`config.mk`:
```
export PLATFORM = sky130hd
export DESIGN_NAME = branch_resolve_unit
export DESIGN_NICKNAME = d
export VERILOG_FILES = /design/src/rtl/branch_resolve_unit_pkg.sv /design/src/rtl/branch_resolve_unit_cmp.sv /design/src/rtl/branch_resolve_unit.sv
export SDC_FILE = /design/constraint.sdc
export NUM_CORES = 1
export LEC_CHECK = 0
export CAP_MARGIN = 0
export CELL_PAD_IN_SITES_DETAIL_PLACEMENT = 1
export CELL_PAD_IN_SITES_GLOBAL_PLACEMENT = 1
export CORE_ASPECT_RATIO = 2
export CORE_MARGIN = 2
export CORE_UTILIZATION = 38
export DETAILED_ROUTE_END_ITERATION = 12
export PLACE_DENSITY = 0.77
export RECOVER_POWER = 50
export SYNTH_ARGS = -nofsm -noshare
export SYNTH_HDL_FRONTEND = slang
export SYNTH_SLANG_ARGS = --single-unit
```
`constraint.sdc`:
```
create_clock -name clk -period 8.8 [get_ports clk]
set_input_delay 1.32 -clock clk [delete_from_list [all_inputs] [get_ports clk]]
set_output_delay 1.32 -clock clk [all_outputs]
set_load 0.005 [all_outputs]
```
`src/rtl/branch_resolve_unit_pkg.sv`:
```
// Shared types for the branch functional unit: op kinds, branch conditions,
// the packed result record returned to the ROB and a small alignment helper.
package branch_resolve_unit_pkg;

    localparam int unsigned BR_DATA_W = 32;
    localparam int unsigned BR_TAG_W  = 5;

    typedef enum logic [1:0] {
        BR_COND = 2'd0,
        BR_JAL  = 2'd1,
        BR_JALR = 2'd2
    } br_kind_t;

    // RV32I B-type funct3 encodings; 3'b010 and 3'b011 are not defined.
    typedef enum logic [2:0] {
        F3_BEQ  = 3'b000,
        F3_BNE  = 3'b001,
        F3_BLT  = 3'b100,
        F3_BGE  = 3'b101,
        F3_BLTU = 3'b110,
        F3_BGEU = 3'b111
    } branch_funct3_t;

    // Result record at the default widths, as seen by the ROB.
    typedef struct packed {
        logic [BR_TAG_W-1:0]  tag;
        logic                 taken;
        logic [BR_DATA_W-1:0] target;
        logic [BR_DATA_W-1:0] link;
        logic                 mispredict;
        logic [BR_DATA_W-1:0] redirect_pc;
        logic                 exc;
    } br_res_t;

    // Without the C extension a taken target must be 4-byte aligned; bit 1
    // is the one that can be set by a legal even immediate.
    function automatic logic br_target_misaligned(input logic [1:0] low_bits);
        return low_bits[1];
    endfunction

endpackage

```
`src/rtl/branch_resolve_unit_cmp.sv`:
```
// Combinational funct3 comparator used in stage 1 of the branch unit.
module branch_cmp
    import branch_resolve_unit_pkg::*;
#(
    parameter int unsigned DATA_W = 32
) (
    input  branch_funct3_t    funct3,
    input  logic [DATA_W-1:0] rs1,
    input  logic [DATA_W-1:0] rs2,
    output logic              cmp,
    output logic              illegal
);

    // Evaluate the branch condition; undefined encodings flag illegal and never take.
    always_comb begin
        cmp     = 1'b0;
        illegal = 1'b0;
        case (funct3)
            F3_BEQ:  cmp = (rs1 == rs2);
            F3_BNE:  cmp = (rs1 != rs2);
            F3_BLT:  cmp = ($signed(rs1) <  $signed(rs2));
            F3_BGE:  cmp = ($signed(rs1) >= $signed(rs2));
            F3_BLTU: cmp = (rs1 <  rs2);
            F3_BGEU: cmp = (rs1 >= rs2);
            default: begin
                cmp     = 1'b0;
                illegal = 1'b1;
            end
        endcase
    end

endmodule

```
`src/rtl/branch_resolve_unit.sv`:
```
// Two-stage branch resolution pipeline: S1 holds the issued op and resolves
// direction/target, S2 holds the finished result presented to the ROB.
module branch_resolve_unit
    import branch_resolve_unit_pkg::*;
#(
    parameter int unsigned DATA_W = 32,
    parameter int unsigned TAG_W  = 5
) (
    input  logic              clk,
    input  logic              rst,
    input  logic              flush,
    input  logic              in_valid,
    output logic              in_ready,
    input  br_kind_t          in_kind,
    input  branch_funct3_t    in_funct3,
    input  logic [DATA_W-1:0] in_rs1,
    input  logic [DATA_W-1:0] in_rs2,
    input  logic [DATA_W-1:0] in_pc,
    input  logic [DATA_W-1:0] in_imm,
    input  logic              in_pred_taken,
    input  logic [DATA_W-1:0] in_pred_target,
    input  logic [TAG_W-1:0]  in_tag,
    output logic              out_valid,
    input  logic              out_ready,
    output logic [TAG_W-1:0]  out_tag,
    output logic              out_taken,
    output logic [DATA_W-1:0] out_target,
    output logic [DATA_W-1:0] out_link,
    output logic              out_mispredict,
    output logic [DATA_W-1:0] out_redirect_pc,
    output logic              out_exc
);

    typedef struct packed {
        br_kind_t          kind;
        branch_funct3_t    funct3;
        logic [DATA_W-1:0] rs1;
        logic [DATA_W-1:0] rs2;
        logic [DATA_W-1:0] pc;
        logic [DATA_W-1:0] imm;
        logic              pred_taken;
        logic [DATA_W-1:0] pred_target;
        logic [TAG_W-1:0]  tag;
    } s1_op_t;

    // Same field layout as br_res_t, sized by this instance's parameters.
    typedef struct packed {
        logic [TAG_W-1:0]  tag;
        logic              taken;
        logic [DATA_W-1:0] target;
        logic [DATA_W-1:0] link;
        logic              mispredict;
        logic [DATA_W-1:0] redirect_pc;
        logic              exc;
    } res_t;

    logic   s1_valid_q, s1_valid_d;
    s1_op_t s1_op_q,    s1_op_d;
    logic   s2_valid_q, s2_valid_d;
    res_t   s2_res_q,   s2_res_d;
    res_t   s1_res_s;
    logic   cmp_s, illegal_s;
    logic   s1_advance_s, in_ready_s;

    branch_cmp #(.DATA_W(DATA_W)) u_cmp (
        .funct3  (s1_op_q.funct3),
        .rs1     (s1_op_q.rs1),
        .rs2     (s1_op_q.rs2),
        .cmp     (cmp_s),
        .illegal (illegal_s)
    );

    // S1 may move into S2 whenever S2 is empty or handing its result off.
    assign s1_advance_s = !s2_valid_q || out_ready;
    assign in_ready_s   = !s1_valid_q || s1_advance_s;

    // Resolve direction, target, link and misprediction for the op held in S1.
    always_comb begin
        logic exc_op;
        s1_res_s      = '0;
        exc_op        = 1'b0;
        s1_res_s.tag  = s1_op_q.tag;
        s1_res_s.link = s1_op_q.pc + DATA_W'(4);
        case (s1_op_q.kind)
            BR_COND: begin
                s1_res_s.taken  = cmp_s && !illegal_s;
                s1_res_s.target = s1_op_q.pc + s1_op_q.imm;
                exc_op          = illegal_s;
            end
            BR_JAL: begin
                s1_res_s.taken  = 1'b1;
                s1_res_s.target = s1_op_q.pc + s1_op_q.imm;
            end
            BR_JALR: begin
                s1_res_s.taken  = 1'b1;
                s1_res_s.target = (s1_op_q.rs1 + s1_op_q.imm) & ~DATA_W'(1);
            end
            default: begin
                // Unencoded kind: treat as a non-taken faulting op.
                s1_res_s.taken  = 1'b0;
                s1_res_s.target = s1_op_q.pc + s1_op_q.imm;
                exc_op          = 1'b1;
            end
        endcase
        s1_res_s.exc = exc_op ||
            (s1_res_s.taken && br_target_misaligned(s1_res_s.target[1:0]));
        // A faulting op redirects through the trap path, never as a mispredict.
        s1_res_s.mispredict = !s1_res_s.exc &&
            ((s1_res_s.taken != s1_op_q.pred_taken) ||
             (s1_res_s.taken && (s1_res_s.target != s1_op_q.pred_target)));
        s1_res_s.redirect_pc = s1_res_s.taken ? s1_res_s.target : s1_res_s.link;
    end

    // Next-state for both stages: flush kills, otherwise valid/ready handshakes.
    always_comb begin
        s1_valid_d = s1_valid_q;
        s1_op_d    = s1_op_q;
        s2_valid_d = s2_valid_q;
        s2_res_d   = s2_res_q;
        if (flush) begin
            s1_valid_d = 1'b0;
            s2_valid_d = 1'b0;
        end else begin
            if (s1_advance_s) begin
                s2_valid_d = s1_valid_q;
                if (s1_valid_q) begin
                    s2_res_d = s1_res_s;
                end else begin
                    s2_res_d = s2_res_q;
                end
            end else begin
                s2_valid_d = s2_valid_q;
            end
            if (in_ready_s) begin
                s1_valid_d = in_valid;
                if (in_valid) begin
                    s1_op_d = '{kind: in_kind, funct3: in_funct3, rs1: in_rs1,
                                rs2: in_rs2, pc: in_pc, imm: in_imm,
                                pred_taken: in_pred_taken,
                                pred_target: in_pred_target, tag: in_tag};
                end else begin
                    s1_op_d = s1_op_q;
                end
            end else begin
                s1_valid_d = s1_valid_q;
            end
        end
    end

    // Pipeline state; reset empties both stages and clears the result fields.
    always_ff @(posedge clk or posedge rst) begin
        if (rst) begin
            s1_valid_q <= 1'b0;
            s1_op_q    <= '0;
            s2_valid_q <= 1'b0;
            s2_res_q   <= '0;
        end else begin
            s1_valid_q <= s1_valid_d;
            s1_op_q    <= s1_op_d;
            s2_valid_q <= s2_valid_d;
            s2_res_q   <= s2_res_d;
        end
    end

    assign in_ready        = in_ready_s;
    assign out_valid       = s2_valid_q;
    assign out_tag         = s2_res_q.tag;
    assign out_taken       = s2_res_q.taken;
    assign out_target      = s2_res_q.target;
    assign out_link        = s2_res_q.link;
    assign out_mispredict  = s2_res_q.mispredict;
    assign out_redirect_pc = s2_res_q.redirect_pc;
    assign out_exc         = s2_res_q.exc;

endmodule
```
==> results.py <==
metrics = {
    "yosys": {
        "yosys.area_share.adder_pct": 7.51,
        "yosysTopAreaCell": "dfrtp_1",
        "synth_async_sr_flop_share_pct": 100,
        "yosysWarnings": 0,
        "ys_ff_latch": 277,
        "syn_nets": 2017,
        "syn_area_per_cell_um2": 9.68,
        "synth_top_family_by_area": "simple AND/OR/NAND/NOR gates",
        "synth-xor-area-share_pct": 3.01,
        "synth_top_area_share_pct": 41.1,
        "muxShareOfSynthArea_pct": 14.1,
        "synth.distinct_cells": 79,
        "yosysMostFrequentCell": "dfrtp_1",
        "synth_edf_count": 0,
        "synth-simple-area-share_pct": 15.8,
        "synthCells": 1741,
        "synth-compound-area-share_pct": 15.3,
        "ys_top_cells_by_area": "dfrtp_1 (41%), mux2_2 (12%), ha_1 (7.3%)",
        "yosysSeqAreaShare_pct": 41.1,
        "yosys-top-cells-count": "dfrtp_1 (277), nand2_1 (247), mux2_2 (186), o21ai_0 (129), ha_1 (98)",
        "synthFlopType": "dfrtp_1",
        "synthesis.area_mm2": 0.0169,
    },
    "clock_tree": {
        "cts.sinks": 277,
        "cts_resized": 0,
        "clockBufferDepth": 3,
        "hold_buffers": 0,
        "root_buffer": "clkbuf_16",
        "insertion_delay_ns": 0.57,
        "numCtsBuffers": 28,
        "post_cts.repair.setup_buffers": 0,
        "cts.htree.levels": 1,
        "cts_tree": "built",
        "path_clk_slew_ns": 0.06,
    },
    "global_route": {
        "grt_use_total_pct": 25.1,
        "grt_antenna_before_repair": 3,
        "grt_pass1_wl_um": 90700,
        "grt_max_degree": 172,
        "first_global_vias": 15700,
        "grt-ovfl-total": 0,
    },
    "flow_run": {
        "cap_violations": 3,
    },
    "worst_setup_path": {
        "crit_path_start_kind": "input pin",
        "cp.arrival_ns": 6.36,
        "cp_common_cell": "clkbuf_2",
        "cp-end-kind": "asynchronous set/reset pin",
        "worst_ep_required_time_ns": 9.19,
        "slowest_delay_ns": 2.71,
        "path_class": "input pin to asynchronous set/reset pin",
        "slowest_stage": "clkbuf_2",
        "cp_max_fo": 152,
        "cp_cell_sequence": "dlygate4sd3_1 > clkinvlp_4 > clkbuf_2 > clkbuf_2",
    },
    "floorplanning": {
        "die_h_um": 302,
        "rows": 109,
        "dieWidth_um": 153,
        "dieArea_mm2": 0.0462,
        "io_pins": 282,
        "initial_core_util_pct": 38.3,
        "coreArea_mm2": 0.0441,
    },
    "run_status": {
        "outcome": "finished with violations",
        "violations": "capacitance limit, slew limit",
    },
    "finish": {
        "utilization_pct": 48.1,
        "drive_above_1_share_pct": 13.3,
        "fin_nets": 2263,
        "multiInputGateArea_mm2": 0.00942,
        "fillCellCount": 4966,
        "seq_area_mm2": 0.00693,
        "area_growth_pct": 25.7,
    },
    "detailed_routing": {
        "wl_per_cell_um": 23.1,
        "drtIter0Drc": 650,
        "vias": 14600,
        "routed_wl_um": 59200,
        "drt_pass1_iterations": 5,
        "via_per_inst": 5.70,
        "ant_nets": 0,
        "route.detailed.drc": 0,
    },
    "pwr": {
        "combPwrFrac_pct": 43.0,
        "power_frac_seq_pct": 33.3,
        "power.leakage_nw": 9.35,
        "clkPwrFrac_pct": 23.7,
        "switching_share_pct": 38.6,
        "p_switching_mw": 2.11,
        "irDropWorstVdd_uv": 118,
        "p_int_mw": 3.35,
        "powerDensity_mw_per_mm2": 257,
    },
    "min_path": {
        "hold_path.class": "flip-flop to flip-flop",
    },
    "timing": {
        "slew_headroom_pct": -162,
        "tightest_slew_ns": 3.93,
        "min_period_ns": 5.97,
        "slew_violations": 283,
        "max_freq_mhz": 168,
        "rsz0062_at_grt": "false",
        "finalSetupViolCount": 0,
        "finClkSkew_ns": 0.0129,
        "tns_ns": 0,
        "hold_viol": 0,
        "finalCritPeriodShare_pct": 67.8,
    },
    "placement": {
        "portBuffers": 281,
        "place_congestion": 0.899,
        "post-dp-hpwl_um": 46200,
    },
}
## flip-flops by register name, indices dropped and copies added, names as in the netlist
signal	flops
out_redirect_pc	32
out_mispredict	1
out_tag	5
s1_valid_q	1
out_target	32
out_taken	1
out_link	32
out_valid	1
out_exc	1
s1_op_q	171
## layout by cell type (no fill, tap or decap), types with 14 or more instances in the layout
cell / count
inv_1: 62
and2_1: 14
clkdlybuf4s50_1: 174
a21oi_1: 90
nand2_1: 247
o211ai_1: 15
nor3_1: 15
mux2i_1: 29
dlygate4sd3_1: 107
nand4_1: 33
dfrtp_1: 277
and3_1: 28
xor2_1: 30
xnor2_1: 28
nor2_1: 82
a21o_1: 26
a31oi_1: 14
ha_1: 98
o21ai_0: 129
mux2_2: 186
a211oi_1: 18
nand3_1: 35
or3_1: 14
clkbuf_16: 29
o21a_1: 16
## layer usage
layer / routed length [um] / share of wire (%) / up-vias / track usage [%]
li1: - / - / 6800 / -
met1: 22700 / 38 / 7277 / 28.3
met2: 31200 / 53 / 419 / 47.0
met3: 2170 / 3.7 / 126 / 2.34
met4: 3140 / 5.3 / 0 / 12.6
met5: 0 / 0 / - / 0
## logic make-up (layout without fill, tap and decap cells)
kind of cell             after synthesis  after routing
AO/OA/AOI/OAI                        399            399
other                                  0              3
adder cells (fa/ha/maj)              100            100
multiplexers                         215            215
buffers and inverters                140            407
XOR/XNOR                              58             58
AND/OR/NAND/NOR                      552            552
flip-flops                           277            277
## worst paths after layout
| kind | slack [ns] | start | endpoint | depth (start not counted) |
|---|---|---|---|---|
| hold / removal | 0.47 | out_redirect_pc[14]$_DFFE_PP0P_ | out_redirect_pc[14]$_DFFE_PP0P_ | 2 |
| hold reg to reg | 0.47 | out_redirect_pc[14]$_DFFE_PP0P_ | out_redirect_pc[14]$_DFFE_PP0P_ | 2 |
| setup / recovery | 2.83 | rst | s1_op_q[64]$_DFFE_PP0P_ | 4 |
| setup reg to reg | 3.57 | s1_op_q[38]$_DFFE_PP0P_ | out_mispredict$_DFFE_PP0P_ | 13 |
| max in group clk | 3.57 | s1_op_q[38]$_DFFE_PP0P_ | out_mispredict$_DFFE_PP0P_ | 13 |
| min in group asynchronous | 2.75 | rst | s1_op_q[3]$_DFFE_PP0P_ | 3 |
## final cells by class
| cell class | count | share of cell area (%) |
|---|---|---|
| repair buffers | 293 | 13.7 |
| diodes | 3 | 0.0354 |
| multi-input cells | 1324 | 44.4 |
| clock buffers | 40 | 3.95 |
| inverters | 63 | 1.13 |
| flip-flops and latches | 277 | 32.7 |
| well taps | 555 | 3.28 |
| clock inverters | 11 | 0.709 |
## power by group through the flow
stage | combinational, mW | clock, mW | sequential, mW
after global routing | 2.55 | 1.37 | 1.85
after floorplan | 1.39 | 0 | 1.77
after CTS | 2.41 | 1.33 | 1.82
after detailed placement | 2.39 | 0 | 1.85
final | 2.35 | 1.29 | 1.81
after global placement | 2.32 | 0 | 1.82
## worst max-delay path: cells and delay by family
| kind | cells | cell delay [ns] |
|---|---|---|
| buffers and inverters | 4 | 4.86 |
## through the flow
step / setup slack (ns) / power [mW] / std cells / hold slack (ns) / instance area [um2]
after global routing: 1.97 / 5.77 / 2566 / 0.491 / 21200
after CTS: 3.58 / 5.57 / 2563 / 0.478 / 21200
after floorplan: 3.81 / 3.15 / 1741 / 0.433 / 16900
after detailed placement: 3.64 / 4.24 / 2512 / 0.461 / 20200
after global placement: 3.65 / 4.15 / 2512 / 0.445 / 20200
final: 2.83 / 5.45 / 2566 / 0.467 / 21200
Power figures use the tool's default switching activity.
==> RTL edit 1, RTL diff (same settings) <==
`TAG_W`: 5 -> 10.
--- a/src/rtl/branch_resolve_unit.sv
+++ b/src/rtl/branch_resolve_unit.sv
@@ -4,7 +4,7 @@
     import branch_resolve_unit_pkg::*;
 #(
     parameter int unsigned DATA_W = 32,
-    parameter int unsigned TAG_W  = 5
+    parameter int unsigned TAG_W  = 10
 ) (
     input  logic              clk,
     input  logic              rst,
Ports: changed (resized in_tag and out_tag); port bits go from 282 to 292. The function was not compared with the original's and may differ.
==> RTL edit 1 against the unedited design <==
Sequential cell count up 10. Wire length grew 1.9%. Non-clock buffer count up 11. Die area increased by 1.8%. Clock skew rose by 0.0061 ns. The flow still finishes with violations (capacitance limit, slew limit). Worst hold slack better by 0.0011 ns. Synthesized area rose by 1.8%. Clock power down 4%. Cell count grew 0.74%. Sequential share of layout area up 0.69 points. Largest cell class unchanged. Register-to-register slack improved by 0.17 ns. Design area grew 1.5%. Setup slack improved by 0.021 ns. Total power increased by 1.3%.
==> RTL edit 1: results (changes against the unedited design) <==
| Quantity | Value | Unit | vs unedited |
|---|---|---|---|
| Outcome | finished, violations left | - | unchanged |
| Violations in the final reports | capacitance limit, slew limit | - | unchanged |
| Worst VDD drop | 182 | uV | was 118 uV |
| Share of final-layout standard cells stronger than drive strength 1 | 0.136 | - | was 0.133 |
| Net count after synthesis | 2,025 | - | was 2,017 |
| Number of antenna violations at the first check in global routing | 1 | - | was 3 |
| Number of buffers added on ports | 291 | - | was 281 |
| Minimum setup slack after placement | 4.40 | ns | was 3.64 ns |
| Startpoint of the lowest-slack register-to-register path | out_valid | - | was s1_op_q[38] |
| Fill cell total of the finished layout | 4,987 | - | was 4,966 |
| Slew Limit Fails | 399 | - | was 283 |
| Met2 track demand over resource in global routing | 0.486 | - | was 0.470 |
| Max-cap violations | 5 | - | was 3 |
| Critical Path Sink | s1_op_q[146] | - | was s1_op_q[64] |
| Fin crit period | 5.95 | ns | was 5.97 ns |
| Met1 wire length | 23,100 | um | was 22,700 um |
| Latest clock arrival within the worst-skew pair | 0.60 | ns | was 0.57 ns |
| Placement-stage cell area | 20,600 | um^2 | was 20,200 um^2 |
| DPL Wire Length | 47,600 | um | was 46,200 um |
| GRT Util Overall | 0.254 | - | was 0.251 |
| Dpl cells | 2,530 | - | was 2,512 |
| Routing usage on met3 | 0.0219 | - | was 0.0234 |
| R2R setup slack | 3.74 | ns | was 3.57 ns |
| Number of cells traversed by the worst register-to-register path | 5 | - | was 13 |
| Global-route wire length before repair | 93,300 | um | was 90,700 um |
| Hold-critical path endpoint | out_redirect_pc[15] | - | was out_redirect_pc[14] |
| GPL Wtd Cong | 0.922 | - | was 0.899 |
-- RTL edit 1: cell count changes after synthesis, sizes merged, moves of 6 or more --
| cell | delta |
|---|---|
| nand2 | -16 |
| buf | +13 |
| nand4 | -7 |
| and3 | -10 |
| xnor2 | +12 |
| o21ai | +11 |
| mux2 | +7 |
| inv | -7 |
| a311oi | +6 |
| a2111oi | -8 |
| clkbuf | -12 |
| dfrtp | +10 |
| mux2i | -8 |
-- RTL edit 1: power by group --
part | total (mW) | internal (mW) | leakage [nW] | switching (mW)
Clock | 1.24 | 0.685 | 0.468 | 0.556
Sequential | 1.88 | 1.62 | 3.47 | 0.257
Combinational | 2.40 | 1.08 | 5.44 | 1.33
Total | 5.53 | 3.39 | 9.37 | 2.14
-- RTL edit 1: area by class of cell --
type,count,area share
multi-input cells,1323,0.440
diodes,1,0.000116
clock buffers,42,0.0384
clock inverters,12,0.00512
flip-flops and latches,287,0.334
inverters,56,0.00984
well taps,560,0.0326
repair buffers,304,0.139
==> RTL edit 2, RTL diff (config.mk and constraints unchanged) <==
Without the edit above. Remove the case item `BR_COND` of the case on `s1_op_q.kind`.
--- a/src/rtl/branch_resolve_unit.sv
+++ b/src/rtl/branch_resolve_unit.sv
@@ -82,11 +82,6 @@
         s1_res_s.tag  = s1_op_q.tag;
         s1_res_s.link = s1_op_q.pc + DATA_W'(4);
         case (s1_op_q.kind)
-            BR_COND: begin
-                s1_res_s.taken  = cmp_s && !illegal_s;
-                s1_res_s.target = s1_op_q.pc + s1_op_q.imm;
-                exc_op          = illegal_s;
-            end
             BR_JAL: begin
                 s1_res_s.taken  = 1'b1;
                 s1_res_s.target = s1_op_q.pc + s1_op_q.imm;
Function: changed (Yosys sat finds a counterexample within 4 cycles, from zero or initial values and one cycle with rst high).
==> RTL edit 2 against the unedited design <==
Total power shrank 8.4%. Utilization shrank 0.16 points. Synthesized area shrank 13%. First-iteration DRC count grew 7.1%. Sequential share of layout area grew 0.17 points. Wire length shrank 9.3%. Sequential power shrank 13%. Setup slack gained 1.2 ns. Sequential cell count shrank 35. Critical path depth grew 8. Design area shrank 13%. The run still ends with capacitance limit, slew limit left. Clock power shrank 18%. Cell count shrank 12%.
==> RTL edit 2: results (changes against the unedited design) <==
| Quantity | Value | Unit | vs unedited |
|---|---|---|---|
| Met2 track demand over resource in global routing | 0.491 | - | was 0.470 |
| CP max stage cell | nand2b_1 | - | was clkbuf_2 |
| Violations in the final reports | capacitance limit, slew limit | - | unchanged |
| Number of flip-flops under the largest register name | 136 | - | was 171 |
| Delay contributed by the slowest stage of the critical path | 0.70 | ns | was 2.71 ns |
| GR Layer Usage met1 | 0.311 | - | was 0.283 |
| Synthesized-area fraction occupied by adder cells | 0.0572 | - | was 0.0751 |
| Slew Limit Fails | 98 | - | was 283 |
| Detailed-routing iteration count for the pre-antenna-repair pass | 4 | - | was 5 |
| Cell Count, Final, Fillers Out | 2,258 | - | was 2,566 |
| Critical path origin | s1_op_q[170] | - | was rst |
| Placement-stage cell area | 17,600 | um^2 | was 20,200 um^2 |
| Post-synth top cells | dfrtp_1 (242), nand2_1 (191), mux2_2 (139) | - | was dfrtp_1 (277), nand2_1 (247), mux2_2 (186) |
| R2R setup slack | 4.03 | ns | was 3.57 ns |
| Mean cell area of the mapped netlist | 9.63 | um^2 | was 9.68 um^2 |
| Total met3 wirelength after detailed routing | 2170 | um | about the same |
| Slew at the pin closest to its max-slew limit | 4.33 | ns | was 3.93 ns |
| Number of buffers added on ports | 246 | - | was 281 |
| Met1 wire length | 21,200 | um | was 22,700 um |
| Area share of xor/xnor cells in the synthesized design | 0.0602 | - | was 0.0301 |
| Total detailed-routing wirelength | 53,700 | um | was 59,200 um |
| Data arrival time of the critical path | 5.19 | ns | was 6.36 ns |
| Max-cap violations | 1 | - | was 3 |
| Outcome | finished, violations left | - | unchanged |
| Worst-path fanout max | 56 | - | was 152 |
## RTL edit 2: cell families after synthesis
logic type | count (synthesis)
xor+xnor | 101
simple gates | 446
mux | 148
buf+inv | 113
fa+ha+maj | 66
flops | 242
compound gates | 411
## RTL edit 2: layout make-up
type,instances,area (um^2),share of cell area
flip-flops and latches,242,6060,0.329
repair buffers,260,2590,0.141
clock inverters,13,143,0.00775
well taps,520,651,0.0353
multi-input cells,1172,8240,0.447
inverters,21,80.1,0.00435
clock buffers,30,653,0.0355
## RTL edit 2: worst max-delay path, delay by kind of cell, from the launching register on
kind,cells,cell delay (ns)
simple gates,5,1.70
compound gates,5,1.28
buf+inv,1,0.65
flops,1,0.40
fa+ha+maj,1,0.52
## RTL edit 2: power groups by stage
stage          combinational, mW  clock (mW)  sequential [mW]
2_1_floorplan               1.36           0             1.56
3_3_place_gp                2.32           0             1.58
3_5_place_dp                2.36           0             1.60
4_1_cts                     2.38        1.10             1.58
5_1_grt                     2.55        1.13             1.61
6_report                    2.35        1.06             1.58
